[src/rtl/muldiv_alu_seq.sv]
// muldiv_alu_seq
// Multi-cycle MULT/MULTU/DIV/DIVU sequencer that borrows the shared 32-bit
// ALU for its per-bit add/subtract. While in ITER it drives alu_sel high and
// presents its operands on alu_a/alu_b/alu_fun; the ALU result comes back
// combinationally on alu_s in the same cycle.
//
// Ports:
//   clk, reset          clock, asynchronous active-high reset
//   start, op           launch request (sampled in IDLE), operation select
//                       (00 MULTU, 01 MULT, 10 DIVU, 11 DIV)
//   rs_val, rt_val      multiplicand/dividend, multiplier/divisor
//   busy, done          in-flight flag, one-cycle result-valid pulse
//   hi, lo              product[63:32]/remainder, product[31:0]/quotient
//   alu_sel             block owns the ALU this cycle
//   alu_a, alu_b        ALU operands
//   alu_fun, alu_sign   ALU function code, ALU sign input (always 0)
//   alu_s               ALU result
module muldiv_alu_seq #(
    parameter logic [5:0] ALU_ADD = 6'b000000,
    parameter logic [5:0] ALU_SUB = 6'b000001
) (
    input  logic        clk,
    input  logic        reset,
    input  logic        start,
    input  logic [1:0]  op,
    input  logic [31:0] rs_val,
    input  logic [31:0] rt_val,
    output logic        busy,
    output logic        done,
    output logic [31:0] hi,
    output logic [31:0] lo,
    output logic        alu_sel,
    output logic [31:0] alu_a,
    output logic [31:0] alu_b,
    output logic [5:0]  alu_fun,
    output logic        alu_sign,
    input  logic [31:0] alu_s
);

    typedef enum logic [1:0] {
        S_IDLE = 2'd0,
        S_PREP = 2'd1,
        S_ITER = 2'd2,
        S_FIX  = 2'd3
    } state_t;

    state_t      state_r;
    state_t      state_s;
    logic [4:0]  cnt_r;
    logic [1:0]  op_r;
    logic [31:0] rs_r;
    logic [31:0] rt_r;
    logic [31:0] ma_r;
    logic [31:0] mb_r;
    // w_hi_r is acc (MUL) or rem (DIV); w_lo_r is lo_w (MUL) or q (DIV).
    logic [31:0] w_hi_r;
    logic [31:0] w_lo_r;
    logic        neg_q_r;
    logic        neg_r_r;
    logic        dz_r;
    logic        busy_r;
    logic        done_r;
    logic [31:0] hi_r;
    logic [31:0] lo_r;

    logic [31:0] prep_ma_s;
    logic [31:0] prep_mb_s;
    logic [31:0] div_t_s;
    logic        div_take_s;
    logic        mul_carry_s;
    logic        alu_sel_s;
    logic [31:0] alu_a_s;
    logic [31:0] alu_b_s;
    logic [5:0]  alu_fun_s;

    function automatic logic [31:0] neg32(input logic [31:0] v);
        return ~v + 32'd1;
    endfunction

    function automatic logic [63:0] neg64(input logic [63:0] v);
        return ~v + 64'd1;
    endfunction

    // |0x80000000| wraps back to 0x80000000, which is what the unsigned core wants.
    function automatic logic [31:0] abs32(input logic [31:0] v);
        return v[31] ? neg32(v) : v;
    endfunction

    assign prep_ma_s   = op_r[0] ? abs32(rs_r) : rs_r;
    assign prep_mb_s   = op_r[0] ? abs32(rt_r) : rt_r;
    // Restoring division: shift the next dividend bit into the partial remainder.
    // rem[31] set means the shifted value is 33 bits wide and always exceeds mb.
    assign div_t_s     = {w_hi_r[30:0], w_lo_r[31]};
    assign div_take_s  = w_hi_r[31] | (div_t_s >= mb_r);
    // ALU add wrapped iff the sum fell below the accumulator.
    assign mul_carry_s = (alu_s < w_hi_r);

    // State register.
    always_ff @(posedge clk or posedge reset) begin
        if (reset) begin
            state_r <= S_IDLE;
        end else begin
            state_r <= state_s;
        end
    end

    // Next-state decode.
    always_comb begin
        state_s = state_r;
        case (state_r)
            S_IDLE: begin
                if (start) begin
                    state_s = S_PREP;
                end else begin
                    state_s = S_IDLE;
                end
            end
            S_PREP: begin
                if (op_r[1] && (rt_r == 32'd0)) begin
                    state_s = S_FIX;
                end else begin
                    state_s = S_ITER;
                end
            end
            S_ITER: begin
                if (cnt_r == 5'd31) begin
                    state_s = S_FIX;
                end else begin
                    state_s = S_ITER;
                end
            end
            S_FIX:   state_s = S_IDLE;
            default: state_s = S_IDLE;
        endcase
    end

    // ALU ownership and operand selection; quiet zeros outside ITER.
    always_comb begin
        alu_sel_s = 1'b0;
        alu_a_s   = 32'd0;
        alu_b_s   = 32'd0;
        alu_fun_s = 6'd0;
        if (state_r == S_ITER) begin
            alu_sel_s = 1'b1;
            if (op_r[1]) begin
                alu_a_s   = div_t_s;
                alu_b_s   = mb_r;
                alu_fun_s = ALU_SUB;
            end else begin
                alu_a_s   = w_hi_r;
                alu_b_s   = w_lo_r[0] ? ma_r : 32'd0;
                alu_fun_s = ALU_ADD;
            end
        end else begin
            alu_sel_s = 1'b0;
            alu_a_s   = 32'd0;
            alu_b_s   = 32'd0;
            alu_fun_s = 6'd0;
        end
    end

    // Operand capture, iteration datapath, sign fix-up and handshake flags.
    always_ff @(posedge clk or posedge reset) begin
        if (reset) begin
            cnt_r   <= 5'd0;
            op_r    <= 2'd0;
            rs_r    <= 32'd0;
            rt_r    <= 32'd0;
            ma_r    <= 32'd0;
            mb_r    <= 32'd0;
            w_hi_r  <= 32'd0;
            w_lo_r  <= 32'd0;
            neg_q_r <= 1'b0;
            neg_r_r <= 1'b0;
            dz_r    <= 1'b0;
            busy_r  <= 1'b0;
            done_r  <= 1'b0;
            hi_r    <= 32'd0;
            lo_r    <= 32'd0;
        end else begin
            done_r <= 1'b0;
            case (state_r)
                S_IDLE: begin
                    if (start) begin
                        op_r   <= op;
                        rs_r   <= rs_val;
                        rt_r   <= rt_val;
                        busy_r <= 1'b1;
                    end
                end
                S_PREP: begin
                    ma_r    <= prep_ma_s;
                    mb_r    <= prep_mb_s;
                    neg_q_r <= op_r[0] & (rs_r[31] ^ rt_r[31]);
                    neg_r_r <= op_r[0] & rs_r[31];
                    dz_r    <= op_r[1] & (rt_r == 32'd0);
                    w_hi_r  <= 32'd0;
                    w_lo_r  <= op_r[1] ? prep_ma_s : prep_mb_s;
                    cnt_r   <= 5'd0;
                end
                S_ITER: begin
                    cnt_r <= cnt_r + 5'd1;
                    if (op_r[1]) begin
                        if (div_take_s) begin
                            w_hi_r <= alu_s;
                            w_lo_r <= {w_lo_r[30:0], 1'b1};
                        end else begin
                            w_hi_r <= div_t_s;
                            w_lo_r <= {w_lo_r[30:0], 1'b0};
                        end
                    end else begin
                        w_hi_r <= {mul_carry_s, alu_s[31:1]};
                        w_lo_r <= {alu_s[0], w_lo_r[31:1]};
                    end
                end
                S_FIX: begin
                    busy_r <= 1'b0;
                    done_r <= 1'b1;
                    if (dz_r) begin
                        hi_r <= rs_r;
                        lo_r <= 32'hFFFF_FFFF;
                    end else if (op_r[1]) begin
                        lo_r <= neg_q_r ? neg32(w_lo_r) : w_lo_r;
                        hi_r <= neg_r_r ? neg32(w_hi_r) : w_hi_r;
                    end else begin
                        {hi_r, lo_r} <= neg_q_r ? neg64({w_hi_r, w_lo_r}) : {w_hi_r, w_lo_r};
                    end
                end
                default: begin
                    busy_r <= 1'b0;
                end
            endcase
        end
    end

    assign busy     = busy_r;
    assign done     = done_r;
    assign hi       = hi_r;
    assign lo       = lo_r;
    assign alu_sel  = alu_sel_s;
    assign alu_a    = alu_a_s;
    assign alu_b    = alu_b_s;
    assign alu_fun  = alu_fun_s;
    assign alu_sign = 1'b0;

endmodule
[config.mk]
export PLATFORM = sky130hd
export DESIGN_NAME = muldiv_alu_seq
export DESIGN_NICKNAME = d
export VERILOG_FILES = /design/src/rtl/muldiv_alu_seq.sv
export SDC_FILE = /design/constraint.sdc
export NUM_CORES = 1
export LEC_CHECK = 0
export CAP_MARGIN = 20
export CORE_MARGIN = 2
export CORE_UTILIZATION = 56
export CTS_CLUSTER_SIZE = 28
export DETAILED_ROUTE_END_ITERATION = 10
export HOLD_SLACK_MARGIN = 0.05
export MAX_ROUTING_LAYER = met4
export PLACE_DENSITY = 0.82
export SYNTH_ARGS = -nofsm -noshare
export SYNTH_HDL_FRONTEND = slang
export SYNTH_SLANG_ARGS = --single-unit
[constraint.sdc]
create_clock -name clk -period 11.4 [get_ports clk]
set_clock_uncertainty 0.15 [all_clocks]
set_input_delay 2.28 -clock clk [delete_from_list [all_inputs] [get_ports clk]]
set_output_delay 2.28 -clock clk [all_outputs]
set_load 0.005 [all_outputs]
Word-level counts from Yosys, hierarchy flattened

Index checks and enable logic that the tools add are counted.

Register bits: 270
Word-level logic and storage cells: 80
Output and inout port bits: 138
Input bits: 101

Magnitude comparators: 2
Reductions and logical operators: 7
Multiplexer cells: 34
Bitwise operators: 10
$add $sub $neg: 6
Eq/ne operators: 5

Operators with widths:

| cell                                                                   | number |
|---|---|
| 32-bit two-way mux                                                     | 19 |
| 32-bit by 1-bit adder with 32-bit output (second input constant)       | 4 |
| 32-bit NOT                                                             | 4 |
| 32-bit one-hot mux with 2 select lines                                 | 2 |
| 64-bit by 1-bit adder with 64-bit output (second input constant)       | 1 |
| 64-bit two-way mux                                                     | 1 |
| 64-bit NOT                                                             | 1 |
| 32-bit greater-or-equal comparator                                     | 1 |
| 32-bit zero test                                                       | 1 |
| 32-bit less-than comparator                                            | 1 |
| 5-bit one-hot mux with 2 select lines                                  | 1 |
| 1-bit two-way mux                                                      | 8 |
| 2-bit one-hot mux with 4 select lines                                  | 1 |
| 6-bit two-way mux                                                      | 1 |
| 5-bit by 1-bit adder with 5-bit output (second input constant)         | 1 |
| 5-bit equality test (second input constant)                            | 1 |
| 2-bit equality test (second input constant)                            | 2 |
| 2-bit AND reduction                                                    | 2 |
| 2-bit nonzero test                                                     | 2 |
| 1-bit bitwise AND                                                      | 3 |
| 2-bit by 1-bit equality test with 1-bit output (second input constant) | 1 |
| 2-bit zero test                                                        | 1 |
| 2-bit != test (second input constant)                                  | 1 |
| 1-bit one-hot mux with 2 select lines                                  | 1 |
| other kinds (3)                                                        | 3 |

Longest topological paths before layout

Depth in word-level cells: 6
Depth in mapped cells: 10
Depth with buffers taken out: 9

Worst setup path before layout

Ideal clock, no wire load.

Path kind: register to output
From: register state_r[0]
To: output alu_b[10]
Buffers on the path: 2
Slack: 6.919 ns
Stages on the path, launching flop included: 8
Data arrival time: 2.051 ns
Data required time: 8.970 ns
Cell sequence: dfrtp_1 -> inv_1 -> ha_1 -> clkbuf_1 -> clkinv_1 -> nor3_1 -> clkbuf_1 -> a22o_1

Longest elaborated chain between the ends: 2

RTL lines:

| what                   | RTL line | source |
|---|---|---|
| start, declared        | 47       | `state_t state_r;` |
| start signal, assigned | 103      | `state_r <= state_s;` |
| 2-bit equality test    | 143      | `if (state_r == S_ITER) begin` |
| 32-bit two-way mux     | 143      |  |
| end, declared          | 34       | `output logic [31:0] alu_b,` |

Every way passes these cells.

Worst setup path in the final report

From: register state_r[0]
To: output alu_b[15]

Same word-level chain as after synthesis.

==> flow_summary.json <==
{
  "drcViolationCount": 0,
  "end_kind": "output port",
  "min_delay_path_depth": 1,
  "vdd_ir_drop_max_v": 0.0001832,
  "period_minus_slack_ps": 5951,
  "hold_violations": 0,
  "r2r_cells": 6,
  "mappedNetlistArea_um2": 17050,
  "rrSetupSlack_ps": 7810,
  "dieArea_um2": 31850,
  "cts_made_buffers": 30,
  "wl_um": 54750,
  "layout_common_cells": "dfrtp_1 (269), clkdlybuf4s50_1 (232), nor2_1 (188), o21ai_0 (118), a21oi_1 (118)",
  "critPathKind": "reg2out",
  "arrival_ps": 3520,
  "vias": 15567,
  "fp.dieH_um": 178.5,
  "cp_num_buf_inv": 4,
  "layout_commonest_cell": "dfrtp_1",
  "setup_viol": 0,
  "crit_family": "buffers and inverters",
  "synth_edf_count": 0,
  "hp-start": "cnt_r[3]",
  "cts-resized-gates": 0,
  "setup-tns-final_ps": 0,
  "wl_per_cell_um": 22.80,
  "dpl_cell_area_um2": 19400,
  "cts_setup_buffers": 0,
  "io_buffers": 232,
  "synth_area_leaders": "dfrtp_1 (40%), mux2_2 (5.9%), ha_1 (5.4%)",
  "clock_sinks": 270,
  "reg2reg_to": "hi[3]",
  "finalCritPeriodShare_pct": 52.20,
  "initial_core_util_pct": 57.21,
  "final_max_slew_viol_count": 0,
  "ys_seq_elements": 270,
  "setup.worst_path.start": "state_r[0]",
  "p_total_uw": 6417,
  "syn_to_final_growth_pct": 20.34,
  "synth.distinct_cells": 82,
  "grt_pass1_vias": 15052,
  "holdCritPathClass": "reg2reg",
  "worstHoldEndpoint": "cnt_r[3]",
  "rsz0062_at_grt": "no",
  "hold_buffers": 0,
  "ctsHtreeMaxLevel": 1,
  "outcome": "complete, no violations",
  "cts_max_path_buffers": 3,
  "startpoint_type": "register",
  "grt_usage_pct": 35.38,
  "first_pass_iters": 6,
  "syn-instance-count": 1842,
  "ys_seq_area_share_pct": 39.64,
  "synth.avg_cell_area_um2": 9.254,
  "timing.hold.ws_ps": 357.5,
  "ios": 239,
  "dieWidth_um": 178.5,
  "tightest_slew_ps": 1131,
  "slowest_stage": "and2_1",
  "design_area_um2": 20510,
  "final_nets": 2162,
  "grt_max_degree": 128,
  "detail-route-antenna-nets": 0,
  "fmax_mhz": 168.0,
  "path_clk_slew_ps": 60,
  "max_stage_delay_ps": 660,
  "coreArea_um2": 29800,
  "p_per_area_nw_per_um2": 312.8,
  "hpwl_um": 39130,
  "synth_top_area_share_pct": 39.64,
  "crit_top_cell": "buf_4",
  "relSlewSlack_pct": 24.59,
  "synthArstFlopShare_pct": 100.0,
  "yosys_warnings": 0,
  "worst_ep_required_time_ps": 8970,
  "yosysTopAreaCell": "dfrtp_1",
  "vias_per_cell": 6.484,
  "ctsRootBufferMaster": "clkbuf_16",
  "cap_viol_max_count": 0,
  "ys.flop_type": "dfrtp_1",
  "path_cells": "inv_1 -> ha_1 -> buf_4 -> and2_1 -> buf_4 -> a22o_1 -> clkdlybuf4s50_1",
  "grt-ovfl-total": 0,
  "regToRegStartpoint": "op_r[1]",
  "antenna_found_initial": 2,
  "cp_max_fo": 48,
  "grt_pass1_wl_um": 85070,
  "drt_iter0_drc": 1849,
  "power.leakage_uw": 0.008572,
  "gp_congestion": 1.007,
  "drive_gt1_share_pct": 10.10,
  "rows": 63,
  "worstSkewPairLatency_ps": 560,
  "tritoncts": "yes"
}
state kept, by name, summed over array words and instances (netlist names), 32 cells and up:
register / flops
hi: 32
lo: 32
ma_r: 32
mb_r: 32
rs_r: 32
rt_r: 32
w_hi_r: 32
w_lo_r: 32
per-stage QoR:
stage                     setup slack, ps  util (%)  std cells
after floorplan                      1531         -       1847
after global placement               6015     65.05       2342
after detailed placement             5829     65.10       2343
after CTS                            5195     68.60       2396
after global routing                 5299     68.84       2401
final                                5449     68.84       2401
power breakdown:
group	switching, uW	internal, uW	leakage [uW]
registers	682	1410	0.00327
logic	1810	1490	0.00479
clock network	400	629	0.000516
total	2890	3530	0.00857
how the worst max path moves through the flow:
stage	to	slack, ps	depth (start not counted)
finish	alu_b[15]	5450	7
global route	alu_b[15]	5300	7
CTS	alu_b[15]	5200	8
detailed placement	alu_b[15]	5830	8
global placement	alu_b[15]	6010	8
floorplan	busy	1530	1
layout make-up:
| type | instances | area, um2 |
|---|---|---|
| multi-input combinational | 1325 | 9279 |
| clock buffer | 44 | 894.6 |
| timing repair buffer | 251 | 2516 |
| inverter | 110 | 420.4 |
| antenna | 2 | 5.005 |
| sequential | 270 | 6760 |
| fill | 2265 | 9284 |
| clock inverter | 9 | 148.9 |
| tap | 390 | 488.0 |
synthesized netlist by cell type, types with 65 or more instances:
| master | number |
|---|---|
| inv_1 | 108 |
| clkbuf_1 | 114 |
| a21oi_1 | 119 |
| ha_1 | 73 |
| o21ai_0 | 118 |
| dfrtp_1 | 270 |
| nand2_1 | 107 |
| nor2_1 | 189 |
| mux2i_1 | 74 |
| mux2_2 | 90 |
| xnor2_1 | 65 |
logic make-up (layout without fill, tap and decap cells):
logic type / Yosys count / after routing / share of synthesized area (%)
buffers and inverters: 252 / 414 / 6.320
flip-flops: 270 / 270 / 39.64
XOR/XNOR: 115 / 115 / 5.909
AO/OA/AOI/OAI: 459 / 459 / 17.52
adder cells (fa/ha/maj): 73 / 73 / 5.359
AND/OR/NAND/NOR: 501 / 501 / 14.06
other: 1 / 8 / 0.02200
multiplexers: 171 / 171 / 11.17
metal layers:
| layer | up-vias | GRT usage (%) | share of wire (%) |
|---|---|---|---|
| met5 | - | - | 0 |
| li1 | 6867 | - | - |
| met2 | 969 | 55.08 | 46 |
| met1 | 7558 | 46.66 | 40 |
| met4 | 0 | 14.16 | 4.8 |
| met3 | 173 | 5.328 | 9.1 |
No activity file was read; power rests on OpenSTA's default activity.
